[src/rtl/receive_data.sv]
// rtl/receive_data.sv - assembles four FIFO bytes LSB-first into a 32-bit word with per-byte timeout
module receive_data #(
    parameter logic [15:0] TIMEOUT = 16'd50000
) (
    input  logic        clock,
    input  logic        reset,
    input  logic        start,
    input  logic        fifo_empty,
    input  logic [7:0]  in,
    output logic        req_rd,
    output logic [31:0] data_out,
    output logic        done,
    output logic        error,
    output logic        busy
);

    typedef enum logic [2:0] {
        S_IDLE,
        S_CHECK,
        S_READ,
        S_LATCH,
        S_DONE,
        S_ERR
    } state_t;

    // Last tolerated empty-cycle count before the byte wait is abandoned.
    localparam logic [15:0] TMO_LAST = TIMEOUT - 16'd1;

    state_t      r_state;
    state_t      w_next_state;
    logic [31:0] r_shift;
    logic [31:0] w_shift_next;
    logic [31:0] r_data;
    logic [31:0] w_data_next;
    logic [2:0]  r_cnt;
    logic [2:0]  w_cnt_next;
    logic [15:0] r_tmo;
    logic [15:0] w_tmo_next;
    logic        r_req_rd;
    logic        w_req_rd_next;
    logic        r_done;
    logic        w_done_next;
    logic        r_error;
    logic        w_error_next;
    logic        r_busy;

    assign req_rd   = r_req_rd;
    assign data_out = r_data;
    assign done     = r_done;
    assign error    = r_error;
    assign busy     = r_busy;

    // Next-state and next-output decode; every output is registered below.
    always_comb begin
        w_next_state  = r_state;
        w_shift_next  = r_shift;
        w_data_next   = r_data;
        w_cnt_next    = r_cnt;
        w_tmo_next    = r_tmo;
        w_req_rd_next = 1'b0;
        w_done_next   = 1'b0;
        w_error_next  = 1'b0;
        case (r_state)
            S_IDLE: begin
                if (start) begin
                    w_cnt_next   = 3'd0;
                    w_shift_next = 32'd0;
                    w_tmo_next   = 16'd0;
                    w_next_state = S_CHECK;
                end
            end
            S_CHECK: begin
                if (!fifo_empty) begin
                    w_req_rd_next = 1'b1;
                    w_tmo_next    = 16'd0;
                    w_next_state  = S_READ;
                end else if (r_tmo == TMO_LAST) begin
                    w_next_state = S_ERR;
                end else begin
                    w_tmo_next = r_tmo + 16'd1;
                end
            end
            S_READ: begin
                // The FIFO presents the byte during the following cycle.
                w_next_state = S_LATCH;
            end
            S_LATCH: begin
                w_shift_next = {in, r_shift[31:8]};
                w_cnt_next   = r_cnt + 3'd1;
                if (r_cnt == 3'd3) begin
                    w_next_state = S_DONE;
                end else begin
                    w_next_state = S_CHECK;
                end
            end
            S_DONE: begin
                w_data_next  = r_shift;
                w_done_next  = 1'b1;
                w_next_state = S_IDLE;
            end
            S_ERR: begin
                // Partial bytes stay in r_shift and are wiped by the next start.
                w_done_next  = 1'b1;
                w_error_next = 1'b1;
                w_next_state = S_IDLE;
            end
            default: begin
                w_next_state = S_IDLE;
            end
        endcase
    end

    // State, datapath and output registers with synchronous active-low reset.
    always_ff @(posedge clock) begin
        if (!reset) begin
            r_state  <= S_IDLE;
            r_shift  <= 32'd0;
            r_data   <= 32'd0;
            r_cnt    <= 3'd0;
            r_tmo    <= 16'd0;
            r_req_rd <= 1'b0;
            r_done   <= 1'b0;
            r_error  <= 1'b0;
            r_busy   <= 1'b0;
        end else begin
            r_state  <= w_next_state;
            r_shift  <= w_shift_next;
            r_data   <= w_data_next;
            r_cnt    <= w_cnt_next;
            r_tmo    <= w_tmo_next;
            r_req_rd <= w_req_rd_next;
            r_done   <= w_done_next;
            r_error  <= w_error_next;
            r_busy   <= (w_next_state != S_IDLE);
        end
    end

endmodule

[config.mk]
export PLATFORM = sky130hd
export DESIGN_NAME = receive_data
export DESIGN_NICKNAME = d
export VERILOG_FILES = /design/src/rtl/receive_data.sv
export SDC_FILE = /design/constraint.sdc
export NUM_CORES = 1
export LEC_CHECK = 0
export CAP_MARGIN = 20
export CORE_MARGIN = 10
export CORE_UTILIZATION = 49
export CTS_CLUSTER_SIZE = 8
export DETAILED_ROUTE_END_ITERATION = 16
export GPL_TIMING_DRIVEN = 0
export PLACE_DENSITY = 0.74
export SKIP_LAST_GASP = 1
export SLEW_MARGIN = 20
export SYNTH_ARGS = -nofsm -noshare
export SYNTH_HDL_FRONTEND = slang
export SYNTH_SLANG_ARGS = --single-unit
[constraint.sdc]
create_clock -name clock -period 1.8 [get_ports clock]
set_clock_uncertainty 0.15 [all_clocks]
set_input_delay 0.18 -clock clock [delete_from_list [all_inputs] [get_ports clock]]
set_output_delay 0.18 -clock clock [all_outputs]
set_load 0.1 [all_outputs]
# Yosys cells after proc, flatten, opt, wreduce, memory -nomap -nowiden
# Cells that the tools add are included.
[totals]
reg_bits = 90
out_inout_bits = 36
wordCells = 44
[classes]
n_addsub = 2
eq_ne = 9
n_mux = 16
reduce_logical = 8
[ops]
columns = ["cell", "n"]
rows = [
  ["$pmux 32 s2", 1],
  ["$mux 16", 3],
  ["$mux 32", 1],
  ["$pmux 16 s2", 1],
  ["$add 16x1->16 const B", 1],
  ["$eq 16x16->1 const B", 1],
  ["$mux 3", 5],
  ["$pmux 3 s4", 1],
  ["$eq 3x2->1 const B", 3],
  ["$eq 3x3->1 const B", 2],
  ["$pmux 3 s2", 1],
  ["$reduce_and 2->1", 2],
  ["$reduce_bool 2->1", 2],
  ["$add 3x1->3 const B", 1],
  ["$eq 3x1->1 const B", 1],
  ["$logic_not 3->1", 1],
  ["$mux 1", 3],
  ["$ne 3x3->1 const B", 1],
  ["$reduce_and 3->1", 1],
  ["$reduce_bool 3->1", 1],
  ["$ne 2x2->1 const B", 1],
  ["$reduce_or 2->1", 1],
]

# Longest topological paths before layout
# Gate-level depths: netlist (run 1).
[depth]
ltp_word = 5
ltp_mapped = 7
ltp_nobuf = 5

# Worst setup path before layout (run 1)
# OpenSTA, ideal clock, no wires.
[synth_timing]
kind = "reg2reg"
startpoint = "register r_tmo[0]"
endpoint = "register r_tmo[12]"
setup_ps = 122
arrival_ps = 1721
path_slack_ps = -193
path_stages_with_launch = 6
period_less_slack_ps = 1993
path_cell_list = "dfxtp_1 ha_1 nand3_2 or4_1 and3_1 a311o_1"
[synth_via]
elab_chain_cells = 4
[synth_rtl]
columns = ["item", "line", "source"]
rows = [
  ["start, declared", "37", "logic [15:0] r_tmo;"],
  ["start signal, assigned", "130", "r_tmo <= w_tmo_next;"],
  ["$add 16x1->16", "80", "w_tmo_next = r_tmo + 16'd1;"],
  ["$mux 16", "77", "end else if (r_tmo == TMO_LAST) begin"],
  ["$mux 16", "73", "if (!fifo_empty) begin"],
  ["$pmux 16 s2", "63", "case (r_state)"],
]
# Parallel ways exist; a longest one is shown, timed or not. The select of a mux whose other input is x is not followed.
# A chain may end at the register's enable or synchronous reset.

# Worst setup path in the final report (run 1)
[layout_timing]
startpoint = "register r_state[1]"
endpoint = "register r_cnt[1]"
[layout_via]
elab_chain_cells = 3
[layout_rtl]
columns = ["item", "line", "source"]
rows = [
  ["start, declared", "29", "state_t r_state;"],
  ["start signal, assigned", "126", "r_state <= w_next_state;"],
  ["$eq 3x2->1 / $logic_not 3->1 (equally long branches)", "63", ""],
  ["$reduce_bool 2->1 (no line) / $ne 2x2->1 (equally long branches)", "n/a", ""],
  ["$reduce_and 2->1 (no line)", "n/a", ""],
  ["end signal, assigned", "129", "r_cnt <= w_cnt_next;"],
  ["end, declared", "35", "logic [2:0] r_cnt;"],
]
# Parallel ways exist; a longest one is shown, timed or not.

==> results_dict.tcl, run 1 <==
set metrics [dict create \
    status "finished, violations left" \
    violations "setup timing" \
    path_cells "buf_6 > or3b_1 > a21o_4 > buf_8 > a22oi_1 > nor2_1" \
    holdBufCountCts 0 \
    ioPinCount 48 \
    drive_above_1_share 0.3347 \
    hold_ws_ns 0.2026 \
    worst_pin_slew_ns 0.5923 \
    grt_max_degree 15 \
    reg2reg_depth 6 \
    avgSynthCellArea_um2 8.597 \
    grt_overflow 0 \
    place.gp.congestion 0.8406 \
    postRouteAntennaNets 0 \
    yosysUniqueCellTypes 49 \
    layout_common_cells "dfxtp_1, nand2_1, nor2_1" \
    maxCapViolations 0 \
    initial_core_util 0.5116 \
    yosys_warnings 0 \
    grt_usage 0.1657 \
    avgViaCountPerCell 5.817 \
    drt_iter0_drc 206 \
    final_common_cell "dfxtp_1" \
    maxSlewHeadroom 0.6051 \
    rsz0062_at_grt "yes" \
    vdd_ir_drop_max_v 0.0004739 \
    hold_path.class "in -> reg" \
    arrival_ns 2.00 \
    synth_nets 426 \
    dp_hpwl_um 6287 \
    netlist_instances 411 \
    critPathKind "reg -> reg" \
    max_clock_freq_mhz 517.5 \
    die-width_um 104.9 \
    clkPwrFrac 0.405 \
    critPathRequiredTime_ns 1.86 \
    ctsRootBufferMaster "clkbuf_8" \
    cp_slowest_stage_delay_ns 0.38 \
    p_total_uw 3991 \
    remaining_drc_errors 0 \
    switching_power_uw 940.1 \
    setup_tns_ns -0.4433 \
    comb_power_share 0.096 \
    ys_ff_latch 90 \
    report.final.hold_viol_count 0 \
    finalCritPeriodShare 1.074 \
    synthTopCellsByArea "dfxtp_1, nand2_1, a22oi_1, a21oi_1, nor2_1" \
    period_minus_slack_ns 1.932 \
    ys_seq_area_frac 0.5099 \
    pre_cts_ws_ns -0.4264 \
    fp.dieArea_um2 11010 \
    end_kind "flop" \
    holdPathStages 3 \
    path_delay_family "compound AO/OA/AOI/OAI gates" \
    clock_sinks 90 \
    p_leak_uw 0.001735 \
    grt_pass1_wl_um 15240 \
    antenna_found_initial 0 \
    powerDensity_nw_per_um2 788.2 \
    synth_top_area_frac 0.5099 \
    die_h_um 104.9 \
    portBuffers 46 \
    cts.clk_slew.worst_paths_ns 0.09 \
    num_rows 30 \
    mappedNetlistArea_um2 3533 \
    crit_slowest_cell "or3b_1" \
    synth_ff_type "dfxtp_1" \
    setup_slack_ns -0.1325 \
    finalSetupViolations 17 \
    syn_to_final_growth_pct 43.31 \
    p_sw_frac 0.2355 \
    async_reset_ff_frac 0 \
    cts_tree "built" \
    cts_buffer_depth 2 \
    wl_per_cell_um 17.85 \
    synth_top_area_cell "dfxtp_1" \
    htreeDepth 3 \
    drtPass1Iterations 5 \
    final_nets 503 \
    cp_max_fo 7 \
    vias 3426 \
    power_frac_seq 0.500 \
    grt_pass1_vias 3193 \
    cp-start-kind "flop" \
    synth_edf_count 0 \
    cts_buffers 9 \
    n_antenna_cell 0 \
    clkLatencyLatePin_ns 0.36 \
    p_int_uw 3051 \
    crit_cells 6 \
    slew_violations 0 \
    wirelength_um 10510 \
    path_buf_inv 2 \
    nFillCells 487 \
    core_area_um2 6907 \
]
logic make-up (layout without fill, tap and decap cells):
logic type,count (synthesis),after routing,share of synthesized area
fa+ha+maj,3,3,0.01062
flops,90,90,0.5099
simple gates,178,178,0.2415
mux,4,4,0.01133
buf+inv,38,119,0.04391
compound gates,98,99,0.1827
power by group through the flow:
stage / Sequential [uW] / Combinational [uW] / Clock (uW)
global placement: 2050 / 233 / 0
floorplan: 2080 / 134 / 0
finish: 1990 / 382 / 1620
CTS: 2000 / 267 / 1620
detailed placement: 2050 / 237 / 0
global route: 2000 / 400 / 1700
final timing paths:
path                                  start          end  slack (ns)
worst max-delay path             r_state[1]     r_cnt[1]       -0.13
worst min-delay path                  reset     r_tmo[0]        0.20
worst max register to register   r_state[1]     r_cnt[1]       -0.13
worst min register to register  data_out[8]  data_out[8]        0.31
per-stage QoR:
step / std cells / instance area, um2 / utilization
after floorplan: 411 / 3563 / -
after global placement: 553 / 4144 / 0.6000
after detailed placement: 553 / 4144 / 0.6000
after CTS: 574 / 4596 / 0.6654
after global routing: 589 / 5064 / 0.7332
final: 589 / 5064 / 0.7332
timing repair:
action	4_1_cts	5_1_grt
resized for setup	151	77
gates cloned	0	6
setup buffers	9	12
endpoints found under the setup margin	99	65
pin swaps	4	40
state kept, by name, summed over array words and instances, names as in the netlist:
name	count
r_state	3
r_shift	32
req_rd	1
data_out	32
busy	1
done	1
error	1
r_tmo	16
r_cnt	3
cell usage after synthesis (2+ instances only):
master,count
or3_1,2
a31oi_1,4
and3_1,5
o21a_1,2
a22oi_1,34
buf_2,6
a21o_1,2
o21ai_0,5
nor3_1,8
nor4_1,6
nor2_1,44
nand3_1,10
mux2i_1,4
inv_1,5
and2_1,3
clkbuf_1,25
a311o_1,5
or4_1,6
nand2_1,73
nand4_1,3
dfxtp_1,90
a21oi_1,37
nor2b_1,3
ha_1,3
a211oi_1,2
final cells by class:
cell class                      count  area (um2)  share of cell area
Multi-Input combinational cell    284        1877              0.3706
Sequential cell                    90        1852              0.3657
Tap cell                           96       120.1             0.02372
Timing Repair Buffer               71       772.0              0.1525
Clock buffer                       13       170.2             0.03361
Inverter                            5       18.77            0.003706
Buffer                             27       185.2             0.03657
Clock inverter                      3       68.82             0.01359
tightest hold or removal path: stages:
cell and delay [ns]:
clkbuf_1 0.21, nand2_4 0.19, o32ai_1 0.09
layer usage:
layer | part of all wire | vias up | track usage
met3 | 0.062 | 26 | 0.04115
li1 | - | 1622 | -
met2 | 0.51 | 128 | 0.2825
met5 | 0 | - | 0
met1 | 0.40 | 1650 | 0.1936
met4 | 0.022 | 0 | 0.06863
Power figures use the tool's default switching activity.
==> inputs of run 2 (changes only) <==
- CORE_UTILIZATION: 49 -> 40
- PLACE_DENSITY: 0.74 -> 0.63
==> results_dict.tcl, run 2 (synthesis gave the netlist of run 1 again) <==
set metrics [dict create \
    status "completed" \
    dpl_cell_area_um2 4159 \
    drtPass1Iterations 4 \
    reg2reg_depth 7 \
    powerDensity_nw_per_um2 754.7 \
    end_kind "flop" \
    layout_common_cells "dfxtp_1, nand2_1, nor2_1" \
    die-width_um 114.0 \
    finalSetupViolations 0 \
    pre_cts_ws_ns -0.4117 \
    cp-start-kind "flop" \
    cts.clk_slew.worst_paths_ns 0.09 \
    vias 3258 \
    max_clock_freq_mhz 555.7 \
    rsz0062_at_grt "yes" \
    initial_core_util 0.4072 \
    wl_per_cell_um 16.04 \
    final_common_cell "dfxtp_1" \
    n_antenna_cell 0 \
    slew_violations 0 \
    critPathKind "reg -> reg" \
    avgViaCountPerCell 5.494 \
    hold_path.class "in -> reg" \
    ioPinCount 48 \
    core_area_um2 8678 \
    grt_overflow 0 \
    crit_slowest_cell "dfxtp_4" \
    holdPathStages 3 \
    remaining_drc_errors 0 \
    hold_ws_ns 0.1903 \
    syn_to_final_growth_pct 38.88 \
    p_total_uw 3703 \
    place.gp.congestion 0.8489 \
    period_minus_slack_ns 1.800 \
    finalCritPeriodShare 0.9998 \
    num_rows 34 \
    cp_slowest_stage_delay_ns 0.36 \
    setup_slack_ns 0.0004470 \
    wirelength_um 9514 \
    cts_tree "built" \
    cts_buffer_depth 2 \
    drt_iter0_drc 154 \
    nFillCells 822 \
    grt_pass1_wl_um 15110 \
    arrival_ns 1.89 \
    path_cells "ha_4 > and4b_1 > and4_4 > buf_8 > buf_12 > a22oi_1 > a31oi_1" \
    setup_tns_ns 0 \
    p_leak_uw 0.001649 \
    clock_sinks 90 \
    die_h_um 114.0 \
    dp_hpwl_um 6433 \
    worst_pin_slew_ns 0.5605 \
    drive_above_1_share 0.3175 \
    vdd_ir_drop_max_v 0.0003926 \
    fp.dieArea_um2 12990 \
    grt_usage 0.1414 \
    maxCapViolations 0 \
    grt_max_degree 19 \
    antenna_found_initial 0 \
    report.final.hold_viol_count 0 \
    clkLatencyLatePin_ns 0.37 \
    maxSlewHeadroom 0.6281 \
    htreeDepth 3 \
    critPathRequiredTime_ns 1.89 \
    portBuffers 46 \
    cts_buffers 9 \
    ctsRootBufferMaster "clkbuf_8" \
    grt_pass1_vias 3103 \
    final_nets 495 \
    cp_max_fo 8 \
    postRouteAntennaNets 0 \
    fin_area_um2 4907 \
]
## run 2: cell count changes in the layout (fill, tap and decap cells not counted), moves of 3 or more
cell and change:
a22oi_1 +5, a22oi_2 -5, buf_4 -3, clkbuf_1 -3, clkbuf_16 -3, inv_8 +3
## run 2: worst max-delay path: cells and delay by family (launching register included)
family          cells  cell delay, ns
buf+inv             2            0.26
fa+ha+maj           1            0.17
compound gates      2            0.34
flops               1            0.36
simple gates        2            0.39
## run 2: layout make-up
cell class	count	area, um2	area share
sequential	90	1847	0.3763
multi-input combinational	283	1833	0.3735
timing repair buffer	64	691.9	0.1410
buffer	27	191.4	0.03901
tap	108	135.1	0.02754
clock buffer	9	123.9	0.02524
clock inverter	7	66.31	0.01351
inverter	5	18.77	0.003825
## run 2: stage by stage
stage            util  cells
2_1_floorplan       -    411
3_3_place_gp   0.4792    565
3_5_place_dp   0.4792    565
4_1_cts        0.5229    583
5_1_grt        0.5655    593
6_report       0.5655    593
## run 2: timing repair
action                                 CTS  global route
setup endpoints to repair              112            74
cloned                                   0             2
pin swaps                                2            24
hold buffers                             0             0
setup buffers                            7            10
gates resized for setup                152            67
endpoints found under the hold margin    0             0
## run 2: metal layers
layer / GRT usage / wire length, um / vias up
li1: - / - / 1595
met1: 0.1726 / 4221 / 1567
met2: 0.2293 / 4568 / 82
met3: 0.03675 / 541 / 14
met4: 0.06182 / 183 / 0
met5: 0 / 0 / -
## run 2: power by group
group / switching, uW / internal (uW) / total, uW
registers: 9.08 / 1990 / 2000
logic: 207 / 151 / 357
clock network: 811 / 538 / 1350
## run 2: worst paths after layout
path               from          end  slack (ns)
max            r_tmo[0]         busy      0.0004
min               reset     r_tmo[0]        0.19
max reg2reg    r_tmo[0]         busy      0.0004
min reg2reg  r_shift[1]  data_out[1]        0.30
==> inputs of run 3 (changes only) <==
- CORE_UTILIZATION: 40 -> 35
- PLACE_DENSITY: 0.63 -> 0.56
==> results_dict.tcl, run 3 (synthesis gave the netlist of run 1 again) <==
set metrics [dict create \
    path_buf_inv 1 \
    critPathRequiredTime_ns 1.96 \
    grt_pass1_wl_um 15380 \
    grt_pass1_vias 2994 \
    avgViaCountPerCell 5.245 \
    syn_to_final_growth_pct 41.96 \
    cp_slowest_stage_delay_ns 0.49 \
    report.final.hold_viol_count 0 \
    wirelength_um 10090 \
    power_frac_seq 0.523 \
    drive_above_1_share 0.3252 \
    end_kind "flop" \
    powerDensity_nw_per_um2 761.4 \
    cp_max_fo 4 \
    fp.dieArea_um2 14510 \
    critPathKind "reg -> reg" \
    finalCritPeriodShare 1.018 \
    maxSlewHeadroom 0.6177 \
    n_antenna_cell 0 \
    status "finished, violations left" \
    holdBufCountCts 0 \
    final_common_cell "dfxtp_1" \
    nFillCells 965 \
    antenna_found_initial 0 \
    arrival_ns 1.99 \
    p_int_uw 2824 \
    clock_sinks 90 \
    final_nets 502 \
    path_delay_family "simple AND/OR/NAND/NOR gates" \
    path_cells "ha_4 > and4b_1 > and4_4 > buf_4 > or4_1 > nand3_1" \
    drtPass1Iterations 5 \
    die_h_um 120.5 \
    finalSetupViolations 1 \
    num_rows 36 \
    vdd_ir_drop_max_v 0.0003873 \
    grt.met2_usage 0.1953 \
    hold_path.class "in -> reg" \
    wl_per_cell_um 16.15 \
    place.gp.congestion 0.7999 \
    p_leak_uw 0.001690 \
    cts_tree "built" \
    initial_core_util 0.3598 \
    p_sw_frac 0.2605 \
    layout_common_cells "dfxtp_1, nand2_1, nor2_1" \
    worst_pin_slew_ns 0.5735 \
    holdPathStages 3 \
    maxCapViolations 0 \
    violations "setup timing" \
    grt_overflow 0 \
    rsz0062_at_grt "yes" \
    drt_iter0_drc 233 \
    cts.clk_slew.worst_paths_ns 0.09 \
    comb_power_share 0.107 \
    crit_slowest_cell "or4_1" \
    core_area_um2 9819 \
    switching_power_uw 994.8 \
    grt_usage 0.1306 \
    htreeDepth 3 \
    use_met1 0.1728 \
    reg2reg_depth 6 \
    period_minus_slack_ns 1.832 \
    setup_tns_ns -0.03238 \
    crit_cells 6 \
    cts_buffers 9 \
    pre_cts_ws_ns -0.4486 \
    p_total_uw 3819 \
    slew_violations 0 \
    clkLatencyLatePin_ns 0.36 \
    setup_slack_ns -0.03238 \
    clkPwrFrac 0.369 \
    max_clock_freq_mhz 545.7 \
    grt_max_degree 17 \
    remaining_drc_errors 0 \
    vias 3278 \
    cp-start-kind "flop" \
    top_usage_layer "met2" \
    dp_hpwl_um 6602 \
    die-width_um 120.5 \
    ctsRootBufferMaster "clkbuf_8" \
    grtUsageMet3 0.03537 \
    cts_buffer_depth 2 \
    ioPinCount 48 \
    portBuffers 46 \
    postRouteAntennaNets 0 \
]
run 3: changes by cell type in the layout (fill, tap and decap cells not counted), moves of 2 or more:
cell	previous run	this run
a22oi_2	28	31
clkbuf_4	3	1
or4_4	5	3
a22oi_1	6	3
clkinvlp_4	2	0
clkbuf_1	12	14
or4_1	1	3
buf_12	2	0
buf_6	4	8
clkinv_4	1	4
inv_8	3	0
buf_2	1	4
run 3: worst min-delay path: stages:
cell and delay, ns:
clkbuf_1 0.20, nand2_4 0.18, o32ai_1 0.08
run 3: final timing paths:
| path | to | slack [ns] | from |
|---|---|---|---|
| worst max register to register | r_tmo[15] | -0.03 | r_tmo[0] |
| worst max-delay path | r_tmo[15] | -0.03 | r_tmo[0] |
| worst min register to register | data_out[29] | 0.31 | data_out[29] |
| worst min-delay path | r_tmo[0] | 0.17 | reset |
run 3: timing repair:
item                                    in CTS  in global routing
gates resized for setup                    160                 56
endpoints found under the hold margin        0                  0
setup buffers                                9                  8
endpoints found under the setup margin     111                 72
pin swaps                                    8                 48
gates cloned                                 1                  5
run 3: area by class of cell:
cell class / count / area [um2] / share of cell area
Tap cell: 133 / 166.4 / 0.03318
Clock inverter: 7 / 78.83 / 0.01571
Inverter: 5 / 18.77 / 0.003742
Buffer: 29 / 191.4 / 0.03816
Clock buffer: 9 / 123.9 / 0.02469
Sequential cell: 90 / 1843 / 0.3674
Timing Repair Buffer: 69 / 730.7 / 0.1457
Multi-Input combinational cell: 283 / 1863 / 0.3714
run 3: through the flow:
step                        util  hold slack [ns]  std cells  area, um2
final                     0.5108           0.1695        625       5016
after detailed placement  0.4267           0.2994        590       4190
after floorplan                -           0.1093        411       3563
after global placement    0.4267           0.2970        590       4190
after global routing      0.5108           0.2055        625       5016
after CTS                 0.4731           0.1567        613       4646
run 3: power groups by stage:
stage	sequential [uW]	clock, uW	combinational (uW)
2_1_floorplan	2080	0	134
3_3_place_gp	2050	0	239
3_5_place_dp	2050	0	242
4_1_cts	2000	1450	287
5_1_grt	2000	1550	435
6_report	2000	1410	409
run 3: metal layers:
layer / wire length [um] / vias to the layer above
li1: - / 1610
met1: 4644 / 1578
met2: 4775 / 74
met3: 476 / 16
met4: 194 / 0
met5: 0 / -
